### src/rtl/pc_fetch_stage_if.sv
// Instruction-memory fetch bus: one request strobe, one response strobe.
// The fetch stage is the master; the memory is the slave.
interface pc_fetch_stage_if;
    logic        imem_req;
    logic [31:0] imem_addr;
    logic        imem_rvalid;
    logic [31:0] imem_rdata;

    modport master (
        output imem_req,
        output imem_addr,
        input  imem_rvalid,
        input  imem_rdata
    );

    modport slave (
        input  imem_req,
        input  imem_addr,
        output imem_rvalid,
        output imem_rdata
    );
endinterface

### src/rtl/pc_fetch_stage.sv
// RV32I IF stage: PC register, single-outstanding imem fetch, IF/ID register.
// Optional FETCH_PERF_CNT_EN adds perf_fetched / perf_stall counters.
module pc_fetch_stage #(
    parameter logic [31:0] RESET_PC = 32'h0000_0000,
    parameter logic [31:0] NOP_INST = 32'h0000_0013
) (
    input  logic        clk,
    input  logic        rst_n,
    input  logic [31:0] npc,
    input  logic        redirect,
    input  logic        stall,
    output logic [31:0] pc_plus4,
    pc_fetch_stage_if.master imem,
    output logic [31:0] pc_ID,
    output logic [31:0] inst_ID,
    output logic        valid_ID
`ifdef FETCH_PERF_CNT_EN
    ,
    output logic [31:0] perf_fetched,
    output logic [31:0] perf_stall
`endif
);

    typedef enum logic [1:0] {
        S_REQ,
        S_WAIT,
        S_HOLD,
        S_DROP
    } state_t;

    state_t      r_state;
    state_t      w_state_nx;
    logic [31:0] r_pc;
    logic [31:0] w_pc_nx;
    logic [31:0] r_hold_pc;
    logic [31:0] r_hold_inst;
    logic [31:0] r_pc_id;
    logic [31:0] r_inst_id;
    logic        r_valid_id;
    logic        w_load;
    logic        w_kill;
    logic        w_hold_cap;
    logic [31:0] w_ld_pc;
    logic [31:0] w_ld_inst;
    logic        w_rvalid;

    assign w_rvalid       = imem.imem_rvalid;
    assign pc_plus4       = r_pc + 32'd4;
    assign imem.imem_addr = r_pc;
    assign imem.imem_req  = rst_n & (r_state == S_REQ);
    assign pc_ID          = r_pc_id;
    assign inst_ID        = r_inst_id;
    assign valid_ID       = r_valid_id;

    // Redirect wins over stall and over a same-cycle response.
    always_comb begin
        w_state_nx = r_state;
        w_pc_nx    = r_pc;
        w_load     = 1'b0;
        w_kill     = 1'b0;
        w_hold_cap = 1'b0;
        w_ld_pc    = r_pc;
        w_ld_inst  = imem.imem_rdata;
        unique case (r_state)
            S_REQ: begin
                if (redirect) begin
                    w_pc_nx    = npc;
                    w_kill     = 1'b1;
                    w_state_nx = S_DROP;
                end else begin
                    w_state_nx = S_WAIT;
                end
            end
            S_WAIT: begin
                if (redirect) begin
                    w_pc_nx    = npc;
                    w_kill     = 1'b1;
                    w_state_nx = w_rvalid ? S_REQ : S_DROP;
                end else if (w_rvalid) begin
                    if (stall) begin
                        w_hold_cap = 1'b1;
                        w_state_nx = S_HOLD;
                    end else begin
                        w_load     = 1'b1;
                        w_pc_nx    = npc;
                        w_state_nx = S_REQ;
                    end
                end
            end
            S_HOLD: begin
                if (redirect) begin
                    w_pc_nx    = npc;
                    w_kill     = 1'b1;
                    w_state_nx = S_REQ;
                end else if (!stall) begin
                    w_load     = 1'b1;
                    w_ld_pc    = r_hold_pc;
                    w_ld_inst  = r_hold_inst;
                    w_pc_nx    = npc;
                    w_state_nx = S_REQ;
                end
            end
            S_DROP: begin
                if (redirect) begin
                    w_pc_nx = npc;
                    w_kill  = 1'b1;
                end
                if (w_rvalid) begin
                    w_state_nx = S_REQ;
                end
            end
            default: w_state_nx = S_REQ;
        endcase
    end

    always_ff @(posedge clk or negedge rst_n) begin
        if (!rst_n) begin
            r_state <= S_REQ;
            r_pc    <= RESET_PC;
        end else begin
            r_state <= w_state_nx;
            r_pc    <= w_pc_nx;
        end
    end

    always_ff @(posedge clk or negedge rst_n) begin
        if (!rst_n) begin
            r_hold_pc   <= 32'd0;
            r_hold_inst <= NOP_INST;
        end else if (w_hold_cap) begin
            r_hold_pc   <= r_pc;
            r_hold_inst <= imem.imem_rdata;
        end
    end

    always_ff @(posedge clk or negedge rst_n) begin
        if (!rst_n) begin
            r_pc_id    <= 32'd0;
            r_inst_id  <= NOP_INST;
            r_valid_id <= 1'b0;
        end else if (w_kill) begin
            r_inst_id  <= NOP_INST;
            r_valid_id <= 1'b0;
        end else if (w_load) begin
            r_pc_id    <= w_ld_pc;
            r_inst_id  <= w_ld_inst;
            r_valid_id <= 1'b1;
        end
    end

`ifdef FETCH_PERF_CNT_EN
    logic [31:0] r_perf_fetched;
    logic [31:0] r_perf_stall;

    always_ff @(posedge clk or negedge rst_n) begin
        if (!rst_n) begin
            r_perf_fetched <= 32'd0;
            r_perf_stall   <= 32'd0;
        end else begin
            if (w_load) begin
                r_perf_fetched <= r_perf_fetched + 32'd1;
            end
            if (r_state != S_REQ) begin
                r_perf_stall <= r_perf_stall + 32'd1;
            end
        end
    end

    assign perf_fetched = r_perf_fetched;
    assign perf_stall   = r_perf_stall;
`endif

endmodule
### src/flat_wrapper.sv
// flat-port wrapper written by rule: the top's interface ports become plain ports
module pc_fetch_stage_flat 
#(
    parameter logic [31:0] RESET_PC = 32'h0000_0000,
    parameter logic [31:0] NOP_INST = 32'h0000_0013
)
  (clk, rst_n, npc, redirect, stall, pc_plus4, pc_ID, inst_ID, valid_ID, imem_imem_req, imem_imem_addr, imem_imem_rvalid, imem_imem_rdata);
  pc_fetch_stage_if imem_i ();
  input  logic clk;
  input  logic rst_n;
  input  logic [31:0] npc;
  input  logic redirect;
  input  logic stall;
  output logic [31:0] pc_plus4;
  output logic [31:0] pc_ID;
  output logic [31:0] inst_ID;
  output logic valid_ID;
  output wire logic [$bits(imem_i.imem_req)-1:0] imem_imem_req;
  output wire logic [$bits(imem_i.imem_addr)-1:0] imem_imem_addr;
  input wire logic [$bits(imem_i.imem_rvalid)-1:0] imem_imem_rvalid;
  input wire logic [$bits(imem_i.imem_rdata)-1:0] imem_imem_rdata;
  assign imem_imem_req = imem_i.imem_req;
  assign imem_imem_addr = imem_i.imem_addr;
  assign imem_i.imem_rvalid = imem_imem_rvalid;
  assign imem_i.imem_rdata = imem_imem_rdata;
  pc_fetch_stage #(.RESET_PC(RESET_PC), .NOP_INST(NOP_INST)) u_core (.clk(clk), .rst_n(rst_n), .npc(npc), .redirect(redirect), .stall(stall), .pc_plus4(pc_plus4), .imem(imem_i), .pc_ID(pc_ID), .inst_ID(inst_ID), .valid_ID(valid_ID));
endmodule
### config.mk
export PLATFORM = sky130hd
export DESIGN_NAME = pc_fetch_stage_flat
export DESIGN_NICKNAME = d
export VERILOG_FILES = /design/src/rtl/pc_fetch_stage_if.sv /design/src/rtl/pc_fetch_stage.sv /design/src/flat_wrapper.sv
export SDC_FILE = /design/constraint.sdc
export NUM_CORES = 1
export LEC_CHECK = 0
export ABC_AREA = 1
export BUFFER_PORTS_ARGS = -buffer_cell sky130_fd_sc_hd__clkbuf_2
export CORE_UTILIZATION = 37
export CTS_CLUSTER_DIAMETER = 60
export DETAILED_ROUTE_END_ITERATION = 10
export GPL_ROUTABILITY_DRIVEN = 0
export GPL_TIMING_DRIVEN = 0
export PLACE_DENSITY_LB_ADDON = 0.3
export SLEW_MARGIN = 20
export SYNTH_ARGS = -nofsm -noshare
export SYNTH_HDL_FRONTEND = slang
export SYNTH_SLANG_ARGS = --single-unit
export TNS_END_PERCENT = 50
### constraint.sdc
create_clock -name clk -period 3.95 [get_ports clk]
set_input_delay 0.1975 -clock clk [delete_from_list [all_inputs] [get_ports clk]]
set_output_delay 0.1975 -clock clk [all_outputs]
set_load 0.03 [all_outputs]
* Yosys cells after proc, flatten, opt, wreduce, memory -nomap -nowiden
Cells that the tools add are included.
** Word-level totals
- Register bits after elaboration :: 163
- Input port bits :: 69
- Logic and storage cells :: 60
** Cells by class
- $add $sub $neg :: 1
- Eq/ne operators :: 7
- Muxes and demuxes :: 36
- Bitwise gates (word level) :: 2
- Reductions and logical operators :: 7
** Operators by type and width (count)
- $mux 32 :: 13
- $pmux 32 s3 :: 1
- $add 32x3->32 const B :: 1
- $mux 2 :: 8
- $mux 1 :: 12
- $pmux 2 s4 :: 1
- $ne 3x3->1 const B :: 2
- $eq 2x2->1 const B :: 2
- $reduce_and 2->1 :: 2
- $reduce_or 4->1 :: 1
- $reduce_and 3->1 :: 1
- $eq 2x1->1 const B :: 1
- $logic_not 2->1 :: 1
- $ne 2x1->1 const B :: 1
- $ne 2x2->1 const B :: 1
- $pmux 1 s2 :: 1
- $reduce_bool 2->1 :: 1
- $reduce_or 2->1 :: 1
- $and 1x1->1 :: 1
- $not 1->1 :: 1

* Logic depth before layout (Yosys ltp)
Gate-level depths: netlist (run 1).
- Depth in word-level cells :: 6
- Gate-level depth with buffers :: 11

* Worst setup path after synthesis (run 1)
OpenSTA, ideal clock, no wires.
- Path kind :: register to output
- From :: register u_core.r_pc[2] (netlist: u_core.imem.imem_addr[2])
- To :: output port pc_plus4[17]
- Arrival :: 1.800 ns
- Slack :: 1.953 ns
- Cell stages (with the launch flop) :: 6
- Buffers on the path :: 0
- Path through :: dfrtp_1 > inv_1 > nor2_1 > nand2_1 > nor2_1 > xor2_1
** Between the ends
- Word-level cells in the longest chain between the ends :: 1
** Ends and longest elaborated chain
- start, declared :: line pc_fetch_stage.sv:33 : logic [31:0] r_pc;
- start signal, assigned :: line pc_fetch_stage.sv:122 : r_pc <= w_pc_nx;
- $add 32x3->32 :: line pc_fetch_stage.sv:48 : assign pc_plus4 = r_pc + 32'd4;
- end, declared :: line flat_wrapper.sv:14 : output logic [31:0] pc_plus4;
Every way passes these cells.

* Worst setup path after layout (run 1)
- From :: register u_core.r_pc[2] (netlist: u_core.imem.imem_addr[2])
- To :: output port pc_plus4[12]
Same word-level chain as after synthesis.

==> results of run 1 <==
## critical path, cell delays in order, from the launching register on
cell,delay [ns]
dfrtp_1,0.42
ha_1,0.25
nand2_1,0.07
nor2_1,0.14
nand2_1,0.16
nor2_2,0.30
xor2_1,0.23
clkbuf_2,0.24
## routing by layer
layer	GRT usage [%]	vias up	routed length, um
met2	34.0	242	10500
met5	0	-	0
met1	30.7	3389	10600
li1	-	3612	-
met3	4.14	26	1440
met4	8.51	0	452
## cells in the mapped netlist (all sizes together)
cell type	instances	area [um2]
dfrtp	157	3930
or2	32	200
dfstp	6	158
a21oi	44	220
and2	1	6.26
nand4	1	6.26
nand2	352	1330
clkbuf	23	86.3
inv	87	327
nand3b	3	22.5
o21ai	117	586
nor3	1	5.00
buf	28	153
nor2	89	339
nand3	51	255
xor2	15	131
ha	6	75.1
## logic make-up after synthesis
group / count (synthesis) / share of synthesized area (%)
buffers and inverters: 138 / 7.23
adder cells (fa/ha/maj): 6 / 0.959
XOR/XNOR: 15 / 1.68
AO/OA/AOI/OAI: 161 / 10.3
flip-flops: 163 / 52.2
AND/OR/NAND/NOR: 530 / 27.6
## how the worst min path moves through the flow
stage | end | from | slack [ns] | cells past startpoint
after CTS | u_core.imem.imem_addr[2] | npc[2] | 0.0009 | 3
final | u_core.imem.imem_addr[12] | npc[12] | 0.02 | 3
after global routing | u_core.imem.imem_addr[12] | npc[12] | 0.02 | 3
after global placement | u_core.imem.imem_addr[2] | npc[2] | 0.44 | 3
after floorplan | u_core.imem.imem_addr[0] | rst_n | -0.1 | 0
after detailed placement | u_core.inst_ID[13] | rst_n | 0.27 | 1
## flip-flops by register name (all words and copies together), names as in the netlist
name / flops
u_core.imem.imem_addr: 32
u_core.inst_ID: 32
u_core.pc_ID: 32
u_core.r_hold_inst: 32
u_core.r_hold_pc: 32
u_core.r_state: 2
u_core.valid_ID: 1
## stage by stage
step	hold slack, ns	setup WS [ns]	cells	utilization (%)
detailed placement	0.266	1.97	1482	44.8
CTS	0.000941	1.49	1517	47.9
global placement	0.444	-0.382	1481	44.7
global route	0.0160	1.40	1517	47.9
floorplan	-0.0981	1.95	1013	-
finish	0.0179	1.50	1517	47.9
## power by group through the flow
stage	combinational [uW]	clock, uW	sequential, uW
global route	3760	1750	2900
CTS	3440	1670	2810
global placement	3380	0	2820
finish	3420	1650	2810
floorplan	1740	0	3370
detailed placement	3420	0	2830
## area by class of cell
cell class	instances	area, um2
repair buffers	202	1060
plain buffers	51	239
fillers	2081	10700
clock buffers	20	467
clock inverters	12	121
multi-input cells	712	3170
flip-flops and latches	163	4090
well taps	270	338
inverters	87	327
==> results.md, run 1 <==
- Result of the run: finished clean
- Maxcap violations: 0
- Most common cell after layout, fill and taps aside: nand2_1
- Unrepaired setup endpoints after global routing: no
- Max-slew violation count: 0
- Quantity of gates resized following cts: 0
- Critical path destination: pc_plus4[12]
- Post-CTS setup-driven buffer insertion count: 0
- Final antenna-violating net count: 0
- Insertion delay of the later-clocked pin in the worst-skew pair: between 0.4 and 0.5 ns
- Post-layout power: ~7900 uW
- Master cell of the clock root buffer: clkbuf_16
- Library cells used by synthesis: 23
- Post-DR wirelength/cell: 15.2 um
- Syn Inst Count: ~1000
- Total die area: approximately 22000 um2
- Fin Setup TNS: 0 ns
- PD cells: roughly 800 nW/um2
- Via Count: approximately 7300
- Vias per cell: about 4.8
- Final instance area: 9810 um2
- Fraction of final layout cells sized beyond drive strength 1: around 24%
- Crit path max fanout: 5
- Sequential fraction of design power: 35.7%
- Proportion of total power due to net switching: approximately 46%
- FF-to-FF path depth: 9
- CP Data Arrival Time: between 2 and 2.5 ns
- Setup clock skew after layout: 0.0102 ns
- Commonest cells after routing, fill and taps aside: 350 x nand2_1, 197 x clkbuf_2, 157 x dfrtp_1, 100 x o21ai_0, 87 x nor2_1
- Netlist area before placement: 7830 um2
- Max transition margin: slightly below 60%
- Clock tree from TritonCTS: done
- Vias in the first global route: 6978
- Hpwl dp: 17000 um
- Origin of the critical flop-to-flop path: u_core.r_state[0]
- Final hold violations: 0
- Number of iterations in the first detailed-routing pass: 4
- DP Area: between 9000 and 10000 um2
- Static leakage: 0.00540 uW
- Post-route DRC violation count: 0
- Setup violators final: 0
- Switching pwr: around 3600 uW
- Clock buffer depth: 2
- Core area: just over 20000 um2
- Post-CTS clock slew at the launch and capture registers of the worst setup and hold paths: 0.07 ns
- Post-layout min period: 2.45 ns
- Type of the most critical hold path: input port to flip-flop
- Highest attainable clock frequency: 0.409 GHz
- Pin count of the biggest net entering global routing: 89
- Die width: roughly 150 um
- Total routing usage reported by global routing: between 20 and 25%
- H-tree level count: 4
- Num CTS Buffers: 17
- Row cnt: 52
- Launching element of the worst setup path: u_core.imem.imem_addr[2]
- Reg-to-reg critical path endpoint: u_core.pc_ID[10]
- Die height: about 150 um
- Number of nets in the finished design: approximately 1300
- CP Data Required Time: between 3 and 4 ns
- Sequential cell area fraction in the yosys report: between 50% and 60%
- Setup Crit Path Kind: flip-flop to primary output
- Avg Synthesized Cell Area: between 7 and 8 um2
- Max rail drop VDD: ~440 uV
- Actual transition at the worst max-transition pin: between 0.6 and 0.7 ns
- GRT Residual Overflow: 0
- DRT Wirelength: about 23000 um
- Number of buffers added on ports: just under 200
- Share of the clock period used by the worst path: approximately three fifths
- Internal Dissipation: about 4300 uW
- Antenna violations before repair: 0
- Initial Util: 38.2%
- Clock network power share: a little over a fifth
- Kind of start point of the critical path: flip-flop
- Kind of end point of the critical path: primary output
- Antenna diodes: 0
- Layout overhead on the synthesized area: 25.3%
- Number of clock sinks: roughly 160
- Net count after synthesis: around 1100
- R2R Setup Slk: between 2 and 2.5 ns
- Global-route wire length before repair: 36800 um
- Hold Buf Count CTS: 3
- I/O pin cnt: about 200
- Combinational share of power: between 40% and 50%
- Number of DRC markers in iteration 0: 411
- Yosys warns: 0
- Number of synthesized register bits: roughly 160
Note: power is estimated with default switching activity, not from simulation.
==> run 2: changes to the inputs <==
ABC_AREA = 0   (was 1)
clock period = 2.14 ns   (was 3.95 ns; I/O delays follow)
==> results.md, run 2 <==
- Result of the run: finished with violations
- Violated checks: hold timing, setup timing
- Final standard cell count with taps included and fillers excluded: 1204 (-21%)
- Vias per cell: 4.86 (+1.4%)
- Net count after synthesis: 690 (-37%)
- Core area: 19600 um2 (-4.4%)
- Total routing usage reported by global routing: 19.6% (-2.5 points)
- Die height: 144 um (-2.5%)
- Cell type with the largest total area after synthesis: dfrtp_1
- Number of buffers added on ports: 197 (-0.51%)
- Total die area: 20700 um2 (-4.9%)
- Hpwl dp: 12900 um (-24%)
- Insertion delay of the later-clocked pin in the worst-skew pair: 0.43 ns (about the same)
- Number of clock sinks: 163 (unchanged)
- Antenna diodes: 0 (unchanged)
- CP Data Required Time: 2.03 ns (-1.72 ns)
- Initial Util: 38.0% (-0.23 points)
- Fraction of post-synthesis cell area in the top cell type by area: 52.8% (+2.6 points)
- Highest attainable clock frequency: slightly above 0.4 GHz
- Final hold violations: 77 (+77)
- Cell types with the highest counts after synthesis: 157 x dfrtp_1, 94 x mux2_2, 76 x nor2_1
- Pin count of the biggest net entering global routing: 88 (-1.1%)
- PD cells: 1340 nW/um2 (+66%)
- Via Count: 5849 (-20%)
- Post-route DRC violation count: 0 (unchanged)
- Yosys warns: 0 (unchanged)
- Master cell of the clock root buffer: clkbuf_16
- Layout fillers: 1729 (-17%)
- Number of synthesized register bits: 163 (unchanged)
- Final antenna-violating net count: 0 (unchanged)
- Top flip-flop cell by instance count after synthesis: dfrtp_1
- Origin of the critical flop-to-flop path: u_core.r_state[1]
- Avg Synthesized Cell Area: 12.1 um2 (+56%)
- Global-route wire length before repair: 30600 um (-17%)
- Post-layout min period: ~2.4 ns
- Final-layout worst hold slack: -0.311 ns (-0.329 ns)
- Number of nets in the finished design: 1001 (-24%)
- Setup Crit Path Kind: flip-flop to primary output
- Met1 wire length: 8680 um (-18%)
- Uppermost routed layer: met4
- DRT Wirelength: 19500 um (-15%)
- Crit path max fanout: 8 (+3)
- Worst slack after detailed placement: -0.373 ns (-2.35 ns)
- Die width: 144 um (-2.5%)
- R2R Setup Slk: 0.14 ns (-1.90 ns)
- Commonest cells after routing, fill and taps aside: 186 x clkbuf_2, 140 x dfrtp_1, 94 x mux2_2, 71 x nor2_1, 65 x mux2i_1
- Setup violators final: 18 (+18)
- Antenna violations before repair: 0 (unchanged)
- Number of DRC markers in iteration 0: 188 (-54%)
- Max-slew violation count: 0 (unchanged)
- I/O pin cnt: 199 (unchanged)
- Top cells by area, synth: dfrtp_1 53%, mux2_2 14%, mux2i_1 8.8%, nor2_1 3.8%, a211oi_1 2.9%
- Clock tree from TritonCTS: done
- Fraction of final layout cells sized beyond drive strength 1: 47.6% (+23 points)
- Syn Inst Count: 615 (-39%)
- Max transition margin: 50.2% (-7.5 points)
- Cell type group with the largest total delay on the critical path: simple AND/OR/NAND/NOR gates
- Worst Setup Slack, final: -0.298 ns (-1.80 ns)
- Layout overhead on the synthesized area: 43.7%
- Number of iterations in the first detailed-routing pass: 4 (unchanged)
- Maxcap violations: 0 (unchanged)
- H-tree level count: 4 (unchanged)
- Hold Buf Count CTS: 64 (+61)
- DP Area: 8900 um2 (-3.1%)
- Clock buffer depth: 2 (unchanged)
- Final instance area: 10700 um2 (+8.9%)
- GRT Residual Overflow: 0 (unchanged)
- Library cells used by synthesis: 38 (+65%)
- Setup clock skew after layout: 0.00943 ns (-0.000795 ns)
- Kind of end point of the critical path: primary output
- Total length of routed met3 wires: 938 um (-35%)
- Sequential cell area fraction in the yosys report: 55.0% (+2.7 points)
- Kind of start point of the critical path: flip-flop
- CP Data Arrival Time: 2.33 ns (+0.08 ns)
- Routed length on met2: 9590 um (-9.0%)
- Netlist area before placement: 7430 um2 (-5.0%)
- Post-synth EDFFs: 0 (unchanged)
- Num CTS Buffers: 17 (unchanged)
- Launching element of the worst setup path: u_core.imem.imem_addr[15]
- Most frequent cell after synthesis: dfrtp_1
- Type of the most critical hold path: input port to async pin
- Slowest cell on crit path: or4_4
- Max rail drop VDD: 765 uV (+73%)
- Ys async rst share: 100% (unchanged)
- Share of the clock period used by the worst path: 114%
- Post-CTS clock slew at the launch and capture registers of the worst setup and hold paths: 0.07 ns (about the same)
- Post-Place Cells: 1079 (-27%)
- Row cnt: 51 (-1.9%)
- Post-DR wirelength/cell: 16.2 um (+6.5%)
- Static leakage: 0.00530 uW (-1.8%)
- Number of buffers and inverters on the critical path: 3 (+2)
- Most common cell after layout, fill and taps aside: clkbuf_2
- CP peak stage delay: 0.47 ns (+0.05 ns)
- Unrepaired setup endpoints after global routing: yes
- Critical-path cell list: buf_2 -> nand4_1 -> or4_4 -> buf_12 -> nor3b_4 -> xor2_2 -> clkbuf_8
- Actual transition at the worst max-transition pin: 0.747 ns (+0.112 ns)
- Vias in the first global route: 5859 (-16%)
-- run 2: routing by layer --
| metal | GRT usage, % | vias up |
|---|---|---|
| met1 | 25.1 | 2875 |
| met3 | 4.70 | 24 |
| li1 | - | 2788 |
| met4 | 6.94 | 0 |
| met5 | 0 | - |
| met2 | 32.1 | 162 |
-- run 2: worst paths after layout --
kind	endpoint	cells after the start
worst max-delay path	pc_plus4[30]	7
worst min-delay path	u_core.inst_ID[16]	1
worst max register to register	u_core.r_hold_pc[30]	5
worst min register to register	u_core.r_hold_pc[2]	2
max in group asynchronous	u_core.imem.imem_addr[6]	2
min in group clk	u_core.inst_ID[4]	3
-- run 2: cells by family (layout without fill, tap and decap cells) --
kind of cell             after synthesis  count (layout)  synth area share (%)
flip-flops                           163             163                  55.0
multiplexers                         159             159                  23.0
AND/OR/NAND/NOR                      136             136                  8.75
AO/OA/AOI/OAI                         72              72                  5.92
buffers and inverters                 51             375                  3.06
XOR/XNOR                              28              28                  3.30
adder cells (fa/ha/maj)                6               6                  1.01
-- run 2: stage by stage --
step | setup TNS, ns | total power [uW] | hold slack (ns) | util (%)
final | -2.43 | 14300 | -0.311 | 54.5
after global routing | -4.20 | 15200 | -0.270 | 54.5
after CTS | -3.43 | 14100 | -0.284 | 53.0
after detailed placement | -17.52 | 10900 | 0.179 | 45.5
after global placement | -366.15 | 10800 | 0.340 | 45.2
after floorplan | -0.103 | 9210 | -0.189 | -
-- run 2: final cells by class --
| cell class | count | area [um2] | area share [%] |
|---|---|---|---|
| plain buffers | 37 | 225 | 2.11 |
| clock buffers | 20 | 457 | 4.27 |
| clock inverters | 12 | 96.3 | 0.902 |
| inverters | 7 | 26.3 | 0.246 |
| multi-input cells | 401 | 3390 | 31.7 |
| flip-flops and latches | 163 | 4110 | 38.4 |
| well taps | 265 | 332 | 3.10 |
| repair buffers | 299 | 2050 | 19.2 |
-- run 2: repair_timing --
item                                    4_1_cts  5_1_grt
setup buffers                                19       17
endpoints found under the setup margin      117      132
endpoints found under the hold margin       142       77
resized for setup                            50       71
pin swaps                                    11        9
-- run 2: worst register-to-register path: stages (launching register included) --
cell	delay [ns]
dfrtp_1	0.39
inv_1	0.09
ha_1	0.25
nand3_1	0.15
buf_1	0.59
mux2_2	0.41
-- run 2: power by group --
part | total (uW) | internal, uW | switching [uW]
clock network | 2880 | 1560 | 1310
logic | 6170 | 2460 | 3710
registers | 5250 | 4380 | 867
total | 14300 | 8410 | 5880
==> run 3: changes to the inputs <==
SETUP_SLACK_MARGIN = 0.1   (was not set)
==> results.md, run 3 (same netlist as run 2, synthesis figures left out) <==
- Row cnt: 51 (unchanged)
- Global-route wire length before repair: 30500 um (-0.36%)
- Internal Dissipation: 8780 uW (+4.5%)
- CP Data Required Time: 2.03 ns (about the same)
- Setup violators final: 16 (-2)
- Clock network power share: 20.5% (+0.4 points)
- Number of DRC markers in iteration 0: 237 (+26%)
- Combinational share of power: 43.8% (+0.6 points)
- Post-Route Utilization: 55.9% (+1.3 points)
- Number of nets in the finished design: 1007 (+0.60%)
- Sequential fraction of design power: 35.7% (-1.0 points)
- Post-route DRC violation count: 0 (unchanged)
- Die width: 144 um (unchanged)
- Antenna diodes: 0 (unchanged)
- GRT Residual Overflow: 0 (unchanged)
- Fraction of final layout cells sized beyond drive strength 1: 49.5% (+1.9 points)
- Violated checks: hold timing, setup timing
- Insertion delay of the later-clocked pin in the worst-skew pair: 0.42 ns (about the same)
- Worst Setup Slack, final: -0.333 ns (-0.0352 ns)
- Static leakage: 0.00542 uW (+2.2%)
- Number of buffers added on ports: 197 (unchanged)
- Max transition margin: 51.0% (+0.81 points)
- Post-layout min period: 2.47 ns (+0.0352 ns)
- Vias in the first global route: 5740 (-2.0%)
- Clock tree from TritonCTS: done
- Antenna violations before repair: 0 (unchanged)
- Hold Buf Count CTS: 64 (unchanged)
- Number of clock sinks: 163 (unchanged)
- Core area: 19600 um2 (unchanged)
- Num CTS Buffers: 17 (unchanged)
- H-tree level count: 4 (unchanged)
- Pin count of the biggest net entering global routing: 85 (-3.4%)
- Unrepaired setup endpoints after global routing: yes
- Die height: 144 um (unchanged)
- Layout overhead on the synthesized area: 47.2%
- Setup clock skew after layout: 0.0121 ns (+0.00271 ns)
- Final hold violations: 80 (+3.9%)
- Total die area: 20700 um2 (unchanged)
- Crit path max fanout: 6 (-2)
- Type of the most critical hold path: input port to async pin
- Result of the run: finished with violations
- Initial Util: 38.0% (unchanged)
- Via Count: 5855 (+0.10%)
- Total routing usage reported by global routing: 19.5% (-0.11 points)
- Worst slack after detailed placement: -0.444 ns (-0.0704 ns)
- DRT Wirelength: 20200 um (+3.7%)
- Commonest cells after routing, fill and taps aside: 183 x clkbuf_2, 136 x dfrtp_1, 94 x mux2_2, 69 x nor2_1, 65 x mux2i_1
- Switching pwr: 5950 uW (+1.2%)
- Most common cell after layout, fill and taps aside: clkbuf_2
- Actual transition at the worst max-transition pin: 0.735 ns (-0.0121 ns)
- Critical-path cell list: ha_4 -> nand3_4 -> or4_4 -> buf_12 -> nor3b_4 -> xor2_4 -> buf_8
- Setup Crit Path Kind: flip-flop to primary output
- Master cell of the clock root buffer: clkbuf_16
- Vias per cell: 4.84 (-0.39%)
- PD cells: 1350 nW/um2 (+0.64%)
- Proportion of total power due to net switching: 40.4% (-0.77 points)
- CP Data Arrival Time: 2.37 ns (+0.04 ns)
- Post-DR wirelength/cell: 16.7 um (+3.2%)
- Highest attainable clock frequency: 0.404 GHz (-1.4%)
- I/O pin cnt: 199 (unchanged)
- CP peak stage delay: 0.56 ns (+0.09 ns)
- Hpwl dp: 13200 um (+2.1%)
- Kind of end point of the critical path: primary output
- Maxcap violations: 0 (unchanged)
- Slowest cell on crit path: or4_4
- Kind of start point of the critical path: flip-flop
- Max-slew violation count: 0 (unchanged)
- Post-CTS clock slew at the launch and capture registers of the worst setup and hold paths: 0.06 ns (about the same)
- Final antenna-violating net count: 0 (unchanged)
- Max rail drop VDD: 676 uV (-12%)
- Number of iterations in the first detailed-routing pass: 5 (+1)
- Final-layout worst hold slack: -0.267 ns (+0.0445 ns)
- Share of the clock period used by the worst path: 116% (+1.6 points)
- Clock buffer depth: 2 (unchanged)
[run 3: cell types whose count changed in the layout (fill, tap and decap cells not counted), sizes merged]
cell      previous run  this run
clkinv               3         8
clkbuf             225       223
bufinv               0         2
buf                 67        75
inv                 12         8
clkinvlp             4         1
[run 3: power groups by stage]
stage                     sequential (uW)  clock (uW)  combinational [uW]
after floorplan                      6410           0                2870
after global placement               5290           0                5620
after detailed placement             5330           0                5700
after CTS                            5240        3100                6200
after global routing                 5420        3220                6900
final                                5260        3020                6450
[run 3: path summary, 6_finish.rpt]
| check | slack, ns | depth (start not counted) | start | endpoint |
|---|---|---|---|---|
| min in group clk | 0.14 | 3 | redirect | u_core.inst_ID[1] |
| max in group asynchronous | 1.52 | 2 | rst_n | u_core.imem.imem_addr[10] |
| worst min register to register | 0.48 | 2 | u_core.r_hold_pc[2] | u_core.r_hold_pc[2] |
| worst max register to register | 0.13 | 8 | u_core.r_state[1] | u_core.imem.imem_addr[23] |
| worst max-delay path | -0.33 | 7 | u_core.imem.imem_addr[2] | pc_plus4[30] |
| worst min-delay path | -0.27 | 1 | rst_n | u_core.imem.imem_addr[27] |
[run 3: final cells by class]
type | instances | area, um2
clock inverter | 12 | 131
timing repair buffer | 298 | 2100
buffer | 44 | 317
inverter | 7 | 26.3
clock buffer | 20 | 457
multi-input combinational | 401 | 3480
sequential | 163 | 4110
fill | 1700 | 8640
tap | 265 | 332
[run 3: per-layer routing]
metal | vias up | track usage, % | share of wire, %
li1 | 2803 | - | -
met1 | 2876 | 25.1 | 45
met2 | 143 | 31.1 | 49
met3 | 33 | 4.43 | 4.1
met4 | 0 | 8.73 | 2.3
met5 | - | 0 | 0
[run 3: what timing repair did]
action                     in CTS  in global routing
hold endpoints to repair      145                 80
resized for setup              61                 97
pin swaps                      15                 19
setup endpoints to repair     121                159
setup buffers                  24                 14
[run 3: stage by stage]
step	hold slack (ns)	std cells	cell area [um2]	power (uW)	setup TNS (ns)
final	-0.267	1210	10900	14700	-3.05
after global routing	-0.226	1210	10900	15500	-4.20
after CTS	-0.251	1198	10600	14500	-3.00
after detailed placement	0.197	1078	9010	11000	-24.38
after global placement	0.340	1077	8970	10900	-373.59
after floorplan	-0.189	615	7650	9290	0
[run 3: worst max-delay path: cells and delay by family, from the launching register on]
kind | cells | cell delay [ns]
AND/OR/NAND/NOR | 3 | 0.89
flip-flops | 1 | 0.41
adder cells (fa/ha/maj) | 1 | 0.17
XOR/XNOR | 1 | 0.17
buffers and inverters | 2 | 0.31
